==> src/rtl/uart_tx.sv <==
// UART transmitter: start bit, LSB-first data, optional even parity, stop bit(s).
// Every bit is 16 s_tick periods long; the stop bit lasts SB_TICKS periods.
// tx, tx_busy and tx_done_tick are registered and decoded from the next state,
// so each one changes on the same clock edge as the state it belongs to.
module uart_tx #(
  parameter int unsigned N_BITS_DATA = 8,
  parameter int unsigned SB_TICKS    = 16,
  parameter int unsigned PARITY_EN   = 0
) (
  input  logic                   clock,
  input  logic                   reset,
  input  logic                   tx_start,
  input  logic                   s_tick,
  input  logic [N_BITS_DATA-1:0] din,
  output logic                   tx_done_tick,
  output logic                   tx_busy,
  output logic                   tx
);

  localparam int unsigned CNT_W = 5;
  localparam int unsigned IDX_W = (N_BITS_DATA > 1) ? $clog2(N_BITS_DATA) : 1;

  typedef enum logic [2:0] {
    IDLE   = 3'd0,
    START  = 3'd1,
    DATA   = 3'd2,
    PARITY = 3'd3,
    STOP   = 3'd4
  } state_t;

  state_t                 state_reg, state_next;
  logic [CNT_W-1:0]       cnt_reg, cnt_next;
  logic [IDX_W-1:0]       idx_reg, idx_next;
  logic [N_BITS_DATA-1:0] shift_reg, shift_next;
  logic [N_BITS_DATA-1:0] par_reg, par_next;
  logic                   tx_reg, tx_next;
  logic                   done_reg, done_next;
  logic                   busy_reg, busy_next;

  // State, datapath and output registers; synchronous reset wins over everything
  always_ff @(posedge clock) begin
    if (reset) begin
      state_reg <= IDLE;
      cnt_reg   <= '0;
      idx_reg   <= '0;
      shift_reg <= '0;
      par_reg   <= '0;
      tx_reg    <= 1'b1;
      done_reg  <= 1'b0;
      busy_reg  <= 1'b0;
    end else begin
      state_reg <= state_next;
      cnt_reg   <= cnt_next;
      idx_reg   <= idx_next;
      shift_reg <= shift_next;
      par_reg   <= par_next;
      tx_reg    <= tx_next;
      done_reg  <= done_next;
      busy_reg  <= busy_next;
    end
  end

  // Next-state and datapath update; nothing advances without s_tick except frame acceptance
  always_comb begin
    state_next = state_reg;
    cnt_next   = cnt_reg;
    idx_next   = idx_reg;
    shift_next = shift_reg;
    par_next   = par_reg;
    case (state_reg)
      IDLE: begin
        if (tx_start) begin
          state_next = START;
          shift_next = din;
          par_next   = din;
          cnt_next   = '0;
        end
      end
      START: begin
        if (s_tick) begin
          if (cnt_reg == CNT_W'(15)) begin
            cnt_next   = '0;
            idx_next   = '0;
            state_next = DATA;
          end else begin
            cnt_next = cnt_reg + CNT_W'(1);
          end
        end
      end
      DATA: begin
        if (s_tick) begin
          if (cnt_reg == CNT_W'(15)) begin
            cnt_next   = '0;
            shift_next = shift_reg >> 1;
            if (idx_reg == IDX_W'(N_BITS_DATA - 1)) begin
              state_next = (PARITY_EN != 0) ? PARITY : STOP;
            end else begin
              idx_next = idx_reg + IDX_W'(1);
            end
          end else begin
            cnt_next = cnt_reg + CNT_W'(1);
          end
        end
      end
      PARITY: begin
        if (s_tick) begin
          if (cnt_reg == CNT_W'(15)) begin
            cnt_next   = '0;
            state_next = STOP;
          end else begin
            cnt_next = cnt_reg + CNT_W'(1);
          end
        end
      end
      STOP: begin
        if (s_tick) begin
          if (cnt_reg == CNT_W'(SB_TICKS - 1)) begin
            cnt_next   = '0;
            state_next = IDLE;
          end else begin
            cnt_next = cnt_reg + CNT_W'(1);
          end
        end
      end
      default: begin
        state_next = IDLE;
      end
    endcase
  end

  // Output decode from the upcoming state so the line level tracks the state without lag
  always_comb begin
    tx_next   = 1'b1;
    done_next = (state_reg == STOP) && (state_next == IDLE);
    busy_next = (state_next != IDLE);
    case (state_next)
      IDLE:    tx_next = 1'b1;
      START:   tx_next = 1'b0;
      DATA:    tx_next = shift_next[0];
      PARITY:  tx_next = ^par_next;
      STOP:    tx_next = 1'b1;
      default: tx_next = 1'b1;
    endcase
  end

  assign tx           = tx_reg;
  assign tx_busy      = busy_reg;
  assign tx_done_tick = done_reg;

endmodule
==> config.mk <==
export PLATFORM = sky130hd
export DESIGN_NAME = uart_tx
export DESIGN_NICKNAME = d
export VERILOG_FILES = /design/src/rtl/uart_tx.sv
export SDC_FILE = /design/constraint.sdc
export NUM_CORES = 1
export LEC_CHECK = 0
export ABC_AREA = 1
export BUFFER_PORTS_ARGS = -buffer_cell sky130_fd_sc_hd__buf_2
export CAP_MARGIN = 20
export CORE_MARGIN = 4
export CORE_UTILIZATION = 50
export DETAILED_ROUTE_END_ITERATION = 10
export PLACE_DENSITY_LB_ADDON = 0.15
export SLEW_MARGIN = 10
export SYNTH_ARGS = -nofsm -noshare
export SYNTH_HDL_FRONTEND = slang
export SYNTH_SLANG_ARGS = --single-unit
==> constraint.sdc <==
create_clock -name clock -period 3.1 [get_ports clock]
set_clock_uncertainty 0.2 [all_clocks]
set_input_delay 0.31 -clock clock [delete_from_list [all_inputs] [get_ports clock]]
set_output_delay 0.31 -clock clock [all_outputs]
set_load 0.03 [all_outputs]
After elaboration in Yosys (flattened, before gate mapping)
Index checks and enable logic that the tools add are counted.

word-level totals
  bits in registers = 30
  input port bits = 12
  logic and storage cells = 67

cells by class
  add/sub/neg operators = 2
  eq/ne operators = 16
  multiplexer cells = 28
  reductions and logical operators = 12

operator list
  kind                   count
  $mux W3                15
  $mux W8                5
  $pmux W8 S2            1
  $mux W5                3
  $pmux W3 S5            1
  $eq A3 B2 Y1 const B   4
  $ne A2 B2 Y1 const B   6
  $pmux W5 S2            1
  $reduce_xor A8 Y1      1
  $eq A3 B1 Y1 const B   2
  $eq A3 B3 Y1 const B   2
  $logic_not A3 Y1       2
  $pmux W3 S2            1
  $reduce_and A6 Y1      1
  $reduce_bool A2 Y1     3
  $add A5 B1 Y5 const B  1
  $eq A5 B4 Y1 const B   1
  $reduce_and A4 Y1      1
  $reduce_or A4 Y1       1
  $add A3 B1 Y3 const B  1
  $pmux W1 S3            1
  $reduce_and A3 Y1      1
  $reduce_bool A3 Y1     1
  $ne A2 B1 Y1 const B   1
  $logic_and A1 B1 Y1    1

Longest topological paths before layout
Gate-level depths: netlist (run 1).

  depth after elaboration = 7
  gate-level depth with buffers = 14
  depth with buffers taken out = 13

Worst setup path before layout (run 1)
OpenSTA, ideal clock, no wires.

  path type = register -> register
  start point = reg cnt_reg[0]
  end point = reg busy_reg (netlist: tx_busy)
  setup time = 132 ps
  arrival time = 1,398 ps
  required time = 2,768 ps
  slack = 1,370 ps
  stages on the path, launching flop included = 11
  path buffers = 0
  cells stage by stage = dfxtp_1 -> ha_1 -> nand3_1 -> nor2_2 -> nand2_2 -> clkinv_2 -> nand2_1 -> a21oi_1 -> nand2_1 -> nor2_1 -> a21oi_1

between the ends
  cells in the longest elaborated chain, start to end = 5
  elaborated cells between the ends (all ways) = 11

ends and longest elaborated chain
  item                                      line  source
  from (decl)                               32    logic [CNT_W-1:0] cnt_reg, cnt_next;
  from (signal assigned)                    53    cnt_reg <= cnt_next;
  $eq A5 B4 Y1 (*)                          n/a
  $mux W3 (on tied branches) (2 in series)  n/a
  $pmux W3 S5 (*)                           70    case (state_reg)
  $reduce_bool A3 Y1 (*)                    135   busy_next = (state_next != IDLE);
  to (signal assigned)                      59    busy_reg <= busy_next;
  to (decl)                                 38    logic busy_reg, busy_next;

Every way passes the cells marked *; elsewhere a longest branch is shown, timed or not.
A chain may end at the register's enable or synchronous reset.

Worst setup path after layout (run 1)
Ends and elaborated chain as after synthesis.

==> impl_metrics.env, run 1 <==
export IMPL_status="complete, no violations"
export IMPL_layout_setup_ws_ps=1090
export IMPL_pwr_share_clk=0.303
export IMPL_drt_total_wl_um=3210
export IMPL_wl_per_cell_um=10.6
export IMPL_synth_cell_types=30
export IMPL_swShare=0.300
export IMPL_drtIter0Drc=104
export IMPL_synth_top_family_by_area="simple AND/OR/NAND/NOR gates"
export IMPL_hold_violations=0
export IMPL_gr_total_overflow=0
export IMPL_critPathLaunchType="flop"
export IMPL_slew_viol_final=0
export IMPL_whs_ps=53.3
export IMPL_clockBufferDepth=2
export IMPL_rsz0062_at_grt="false"
export IMPL_final_area_mm2=0.00176
export IMPL_antenna_diode_count=0
export IMPL_tritoncts="built"
export IMPL_max_stage_delay_ps=380
export IMPL_p_int_mw=0.563
export IMPL_cts_setup_buffers=0
export IMPL_syn_avg_cell_area_um2=6.60
export IMPL_synth_area_mm2=0.00160
export IMPL_cp_top_family="simple AND/OR/NAND/NOR gates"
export IMPL_drtAntennaViolNets=0
export IMPL_final_nets=274
export IMPL_drc_errors=0
export IMPL_min_path_type="in -> reg"
export IMPL_maxCapViolations=0
export IMPL_synth_flop_cell="dfxtp_1"
export IMPL_grt_pass1_wl_um=5750
export IMPL_die_x_um=64.6
export IMPL_place_congestion=0.781
export IMPL_synth_simple_area_share=0.365
export IMPL_io_buffers=14
export IMPL_synth_compound_area_frac=0.153
export IMPL_p_per_area_mw_per_mm2=458
export IMPL_worstPathRequired_ps=3100
export IMPL_critical_path_class="reg -> reg"
export IMPL_hold_buffers=0
export IMPL_post_dp_hpwl_um=2350
export IMPL_fmax_ghz=0.497
export IMPL_dieArea_mm2=0.00418
export IMPL_pwr_share_comb=0.182
export IMPL_io_pins=15
export IMPL_core_mm2=0.00305
export IMPL_synth_xor_area_frac=0.00546
export IMPL_path_clk_slew_ps=100
export IMPL_slowest_stage="dfxtp_1"
export IMPL_switchingPower_mw=0.241
export IMPL_worstPathBufferInverterCount=1
export IMPL_initial_core_util=0.525
export IMPL_finalCriticalPeriod_ps=2010
export IMPL_syn_to_final_growth_pct=9.68
export IMPL_drive_gt1_frac=0.173
export IMPL_grt_total_usage=0.176
export IMPL_async_flop_share=0
export IMPL_grt_max_degree=26
export IMPL_root_buffer="clkbuf_4"
export IMPL_tns_ps=0
export IMPL_num_fill_cells=303
export IMPL_max_vdd_ir_drop_v=0.000174
export IMPL_ys_warn_count=0
export IMPL_dr_pass1_iters=4
export IMPL_power_leakage_nw=0.872
export IMPL_path_max_fanout=8
export IMPL_vias=1465
export IMPL_cp_end_kind="flop"
export IMPL_slew_limit_headroom=0.685
export IMPL_ys_seq_area_frac=0.375
export IMPL_critPathArrivalTime_ps=2020
export IMPL_clk_latency_ps=330
export IMPL_worstPathCellList="ha_1, nand3_1, nor2_2, nand2_2, clkinv_2, nand2_1, a21oi_1, nand2_1, nor2_1, a21oi_1"
export IMPL_power_share_sequential=0.515
export IMPL_placed_cells=296
export IMPL_syn_inst=243
export IMPL_cts_made_buffers=5
export IMPL_synth_edf_count=0
export IMPL_die_h_um=64.6
export IMPL_numClockSinks=30
export IMPL_register_area_um2=601
export IMPL_postPlaceCellArea_mm2=0.00170
export IMPL_setup_viol=0
export IMPL_fin_crit_sh=0.649
export IMPL_cts_resized_gates=0
export IMPL_synth_ff_latch_count=30
export IMPL_tightest_slew_ps=473
export IMPL_yosys_area_share_adder=0.0234
export IMPL_layout_commonest_cell="nand2_1"
export IMPL_cts_max_level=2
export IMPL_dp_slack_ps=1150
export IMPL_synth_nets=258
export IMPL_multi_input_area_um2=877
export IMPL_detail_route_vias_per_cell=4.82
export IMPL_final_cell_mix="nand2_1 (107), dfxtp_1 (30), a21oi_1 (19)"
export IMPL_antenna_found_initial=0
export IMPL_instances_no_fill=304
export IMPL_fp_row_count=20
export IMPL_grt_pass1_vias=1331
export IMPL_muxShareOfSynthArea=0
[power groups by stage]
stage	registers [mW]	logic [mW]	clock network (mW)
finish	0.414	0.147	0.243
global route	0.416	0.174	0.272
CTS	0.414	0.147	0.252
detailed placement	0.423	0.146	0
global placement	0.423	0.146	0
floorplan	0.425	0.111	0
[worst reg2reg max path: stages, from the launching register on]
cell      delay (ps)
dfxtp_1          380
ha_1             210
nand3_1          120
nor2_2           130
nand2_2          140
clkinv_2         130
nand2_1           70
a21oi_1          200
nand2_1          100
nor2_1           130
a21oi_1           80
[per-layer routing]
metal,part of all wire,vias to the layer above,track usage
li1,-,805,-
met5,0,-,0
met1,0.52,625,0.236
met4,0.011,0,0.0554
met3,0.058,4,0.0572
met2,0.41,31,0.268
[cells by family after synthesis]
family / count (synthesis)
compound gates: 37
flops: 30
xor+xnor: 1
fa+ha+maj: 3
buf+inv: 30
simple gates: 142
[area by class of cell]
type,count,share of cell area
timing repair buffer,14,0.0399
tap,44,0.0313
sequential,30,0.342
clock inverter,1,0.00285
inverter,25,0.0541
clock buffer,7,0.0313
multi-input combinational,183,0.499
[worst paths after layout]
path / cells after the start / slack (ps) / start / end
setup / recovery: 10 / 1090 / cnt_reg[0] / tx_busy
hold / removal: 3 / 50 / din[7] / shift_reg[7]
setup reg to reg: 10 / 1090 / cnt_reg[0] / tx_busy
hold reg to reg: 2 / 260 / cnt_reg[4] / cnt_reg[4]
[synthesized netlist by cell type, types with 3 or more instances]
cell type	number	area share
a21oi_1	19	0.059
a32oi_1	6	0.033
clkbuf_1	3	0.0070
dfxtp_1	30	0.37
ha_1	3	0.023
inv_1	14	0.033
inv_2	10	0.023
nand2_1	107	0.25
nand3_1	6	0.019
nor2_1	15	0.035
nor2_2	4	0.016
o21ai_0	3	0.0094
[metrics by stage]
step / util / total power, mW
CTS: 0.576 / 0.813
global placement: 0.556 / 0.568
floorplan: - / 0.536
global route: 0.576 / 0.862
detailed placement: 0.556 / 0.569
finish: 0.576 / 0.805
Note: power is estimated with default switching activity, not from simulation.
==> inputs of run 2 (changes only) <==
Settings changed: ABC_AREA 1 to 0.
Clock period 3.1 ns to 2 ns, I/O delays scaled along.
==> run 2 against run 1 <==
  * Global-route usage rose by 1.4 points
  * Non-clock buffer count rose by 22
  * Clock-buffer cell count fell by 1
  * Clock power rose by 58%
  * Wire length rose by 7.9%
  * Setup slack got worse by 1000 ps
  * Critical path type unchanged
  * Largest power group unchanged
==> impl_metrics.env, run 2 <==
export IMPL_synth_cell_types=39
export IMPL_rsz0062_at_grt="true"
export IMPL_critical_path_class="reg -> reg"
export IMPL_final_cell_mix="nand2_1 (31), dfxtp_1 (28), a21oi_1 (14), buf_2 (14)"
export IMPL_max_vdd_ir_drop_v=0.000671
export IMPL_root_buffer="clkbuf_4"
export IMPL_slew_limit_headroom=0.598
export IMPL_io_pins=15
export IMPL_vias=1315
export IMPL_min_path_type="in -> reg"
export IMPL_synth_top_area_cell="dfxtp_1"
export IMPL_io_buffers=14
export IMPL_antenna_found_initial=0
export IMPL_synth_nets=179
export IMPL_final_area_mm2=0.00183
export IMPL_layout_setup_ws_ps=62.4
export IMPL_startpoint="cnt_reg[1]"
export IMPL_path_max_fanout=5
export IMPL_grt_pass1_vias=1222
export IMPL_drtIter0Drc=65
export IMPL_worstPathBufferInverterCount=0
export IMPL_tightest_slew_ps=603
export IMPL_grt_max_degree=31
export IMPL_cp_end_kind="flop"
export IMPL_grt_pass1_wl_um=5290
export IMPL_netlist_top_cells_count="nand2_1 (32), dfxtp_1 (30), a21oi_1 (15)"
export IMPL_drtAntennaViolNets=0
export IMPL_r2r_end="tx"
export IMPL_cts_made_buffers=5
export IMPL_cts_max_level=2
export IMPL_instances_no_fill=232
export IMPL_slowest_stage="or3_1"
export IMPL_hold_violations=0
export IMPL_wl_per_cell_um=14.9
export IMPL_synth_ff_latch_count=30
export IMPL_postPlaceCellArea_mm2=0.00160
export IMPL_worstPathCellList="ha_4, nand4b_1, or3_1, a221oi_4, a2111oi_4, o31ai_1"
export IMPL_dieArea_mm2=0.00379
export IMPL_detail_route_vias_per_cell=5.67
export IMPL_core_mm2=0.00276
export IMPL_dp_slack_ps=-5.22
export IMPL_finalCriticalPeriod_ps=1940
export IMPL_ys_seq_area_frac=0.418
export IMPL_die_x_um=61.6
export IMPL_syn_to_final_growth_pct=27.6
export IMPL_clk_latency_ps=330
export IMPL_synth_area_mm2=0.00144
export IMPL_ys_warn_count=0
export IMPL_drc_errors=0
export IMPL_critPathLaunchType="flop"
export IMPL_syn_avg_cell_area_um2=8.75
export IMPL_worstPathRequired_ps=2050
export IMPL_numClockSinks=30
export IMPL_async_flop_share=0
export IMPL_p_per_area_mw_per_mm2=690
export IMPL_reg2reg_depth=6
export IMPL_cp_depth=6
export IMPL_fmax_ghz=0.516
export IMPL_cp_top_family="simple AND/OR/NAND/NOR gates"
export IMPL_tritoncts="built"
export IMPL_synth_most_common_cell="nand2_1"
export IMPL_layout_commonest_cell="nand2_1"
export IMPL_status="complete, no violations"
export IMPL_critPathArrivalTime_ps=1980
export IMPL_yosysTopAreaCellShare=0.418
export IMPL_place_congestion=0.768
export IMPL_path_clk_slew_ps=100
export IMPL_final_nets=215
export IMPL_post_dp_hpwl_um=2260
export IMPL_dr_pass1_iters=5
export IMPL_syn_inst=164
export IMPL_fin_crit_sh=0.969
export IMPL_maxCapViolations=0
export IMPL_setup_viol=0
export IMPL_clockBufferDepth=2
export IMPL_p_total_mw=1.26
export IMPL_initial_core_util=0.520
export IMPL_synth_edf_count=0
export IMPL_crit_end="tx"
export IMPL_gr_total_overflow=0
export IMPL_drive_gt1_frac=0.254
export IMPL_synth_area_leaders="dfxtp_1 (42%), nand2_1 (8.4%), xnor2_1 (7.3%)"
export IMPL_grt_total_usage=0.190
export IMPL_fp_row_count=19
export IMPL_die_h_um=61.6
export IMPL_antenna_diode_count=0
export IMPL_power_leakage_nw=0.694
export IMPL_slew_viol_final=0
export IMPL_r2r_start="cnt_reg[1]"
export IMPL_synth_flop_cell="dfxtp_1"
export IMPL_r2r_slack_ps=60
export IMPL_drt_total_wl_um=3470
export IMPL_placed_cells=215
export IMPL_max_stage_delay_ps=460
export IMPL_hp_start="s_tick"
[run 2: cell count changes in the layout (fill, tap and decap cells not counted), sizes merged, moves of 6 or more]
cell / change
a21oi: -6
a31oi: +8
a32oi: -6
buf: +14
dlygate4sd3: +8
inv: -22
nand2: -77
nand3: -6
nor2: -11
xnor2: +11
[run 2: report_power, final]
group          internal (mW)  total [mW]  switching [mW]
Sequential             0.625       0.639          0.0143
Clock                  0.169       0.385           0.216
Combinational          0.113       0.239           0.127
[run 2: layer usage]
metal / GRT usage / wire length (um) / up-vias
met4: 0.0515 / 57 / 0
met1: 0.246 / 1510 / 625
met2: 0.308 / 1740 / 34
li1: - / - / 649
met5: 0 / 0 / -
met3: 0.0587 / 153 / 7
[run 2: stage by stage]
stage               setup TNS (ps)  utilization  hold slack, ps
floorplan                        0            -             158
global route                 -21.3        0.664             105
CTS                              0        0.637             101
global placement                 0        0.582             244
detailed placement           -5.22        0.582             260
finish                           0        0.664             118
[run 2: final cells by class]
cell class              count  area [um^2]
clock inverters             2         12.5
repair buffers             36          263
multi-input cells         125          856
well taps                  31         38.8
inverters                   2         7.51
clock buffers               6         51.3
flip-flops and latches     30          603
fillers                   241          926
[run 2: what timing repair did]
action / 4_1_cts / 5_1_grt
hold endpoints to repair: 16 / 0
resized for setup: 1 / 14
setup endpoints to repair: 1 / 6
setup buffers: 0 / 1
pin swaps: 0 / 4
hold buffers: 8 / 0
[run 2: cell families (layout without fill, tap and decap cells)]
logic type / count (synthesis) / after routing / synth area share
flip-flops: 30 / 30 / 0.418
AO/OA/AOI/OAI: 38 / 38 / 0.174
multiplexers: 2 / 2 / 0.0139
AND/OR/NAND/NOR: 68 / 68 / 0.247
buffers and inverters: 9 / 46 / 0.0349
adder cells (fa/ha/maj): 3 / 3 / 0.0262
XOR/XNOR: 14 / 14 / 0.0854
[run 2: worst min path at each step]
stage	depth (start not counted)	to
after floorplan	2	par_reg[1]
after global placement	2	shift_reg[7]
after detailed placement	2	shift_reg[7]
after CTS	4	tx_done_tick
after global routing	4	tx_done_tick
final	4	tx_done_tick
[run 2: tightest hold or removal path: stages]
cell	delay (ps)
buf_2	140
nand2_2	80
buf_4	120
nor4b_1	50
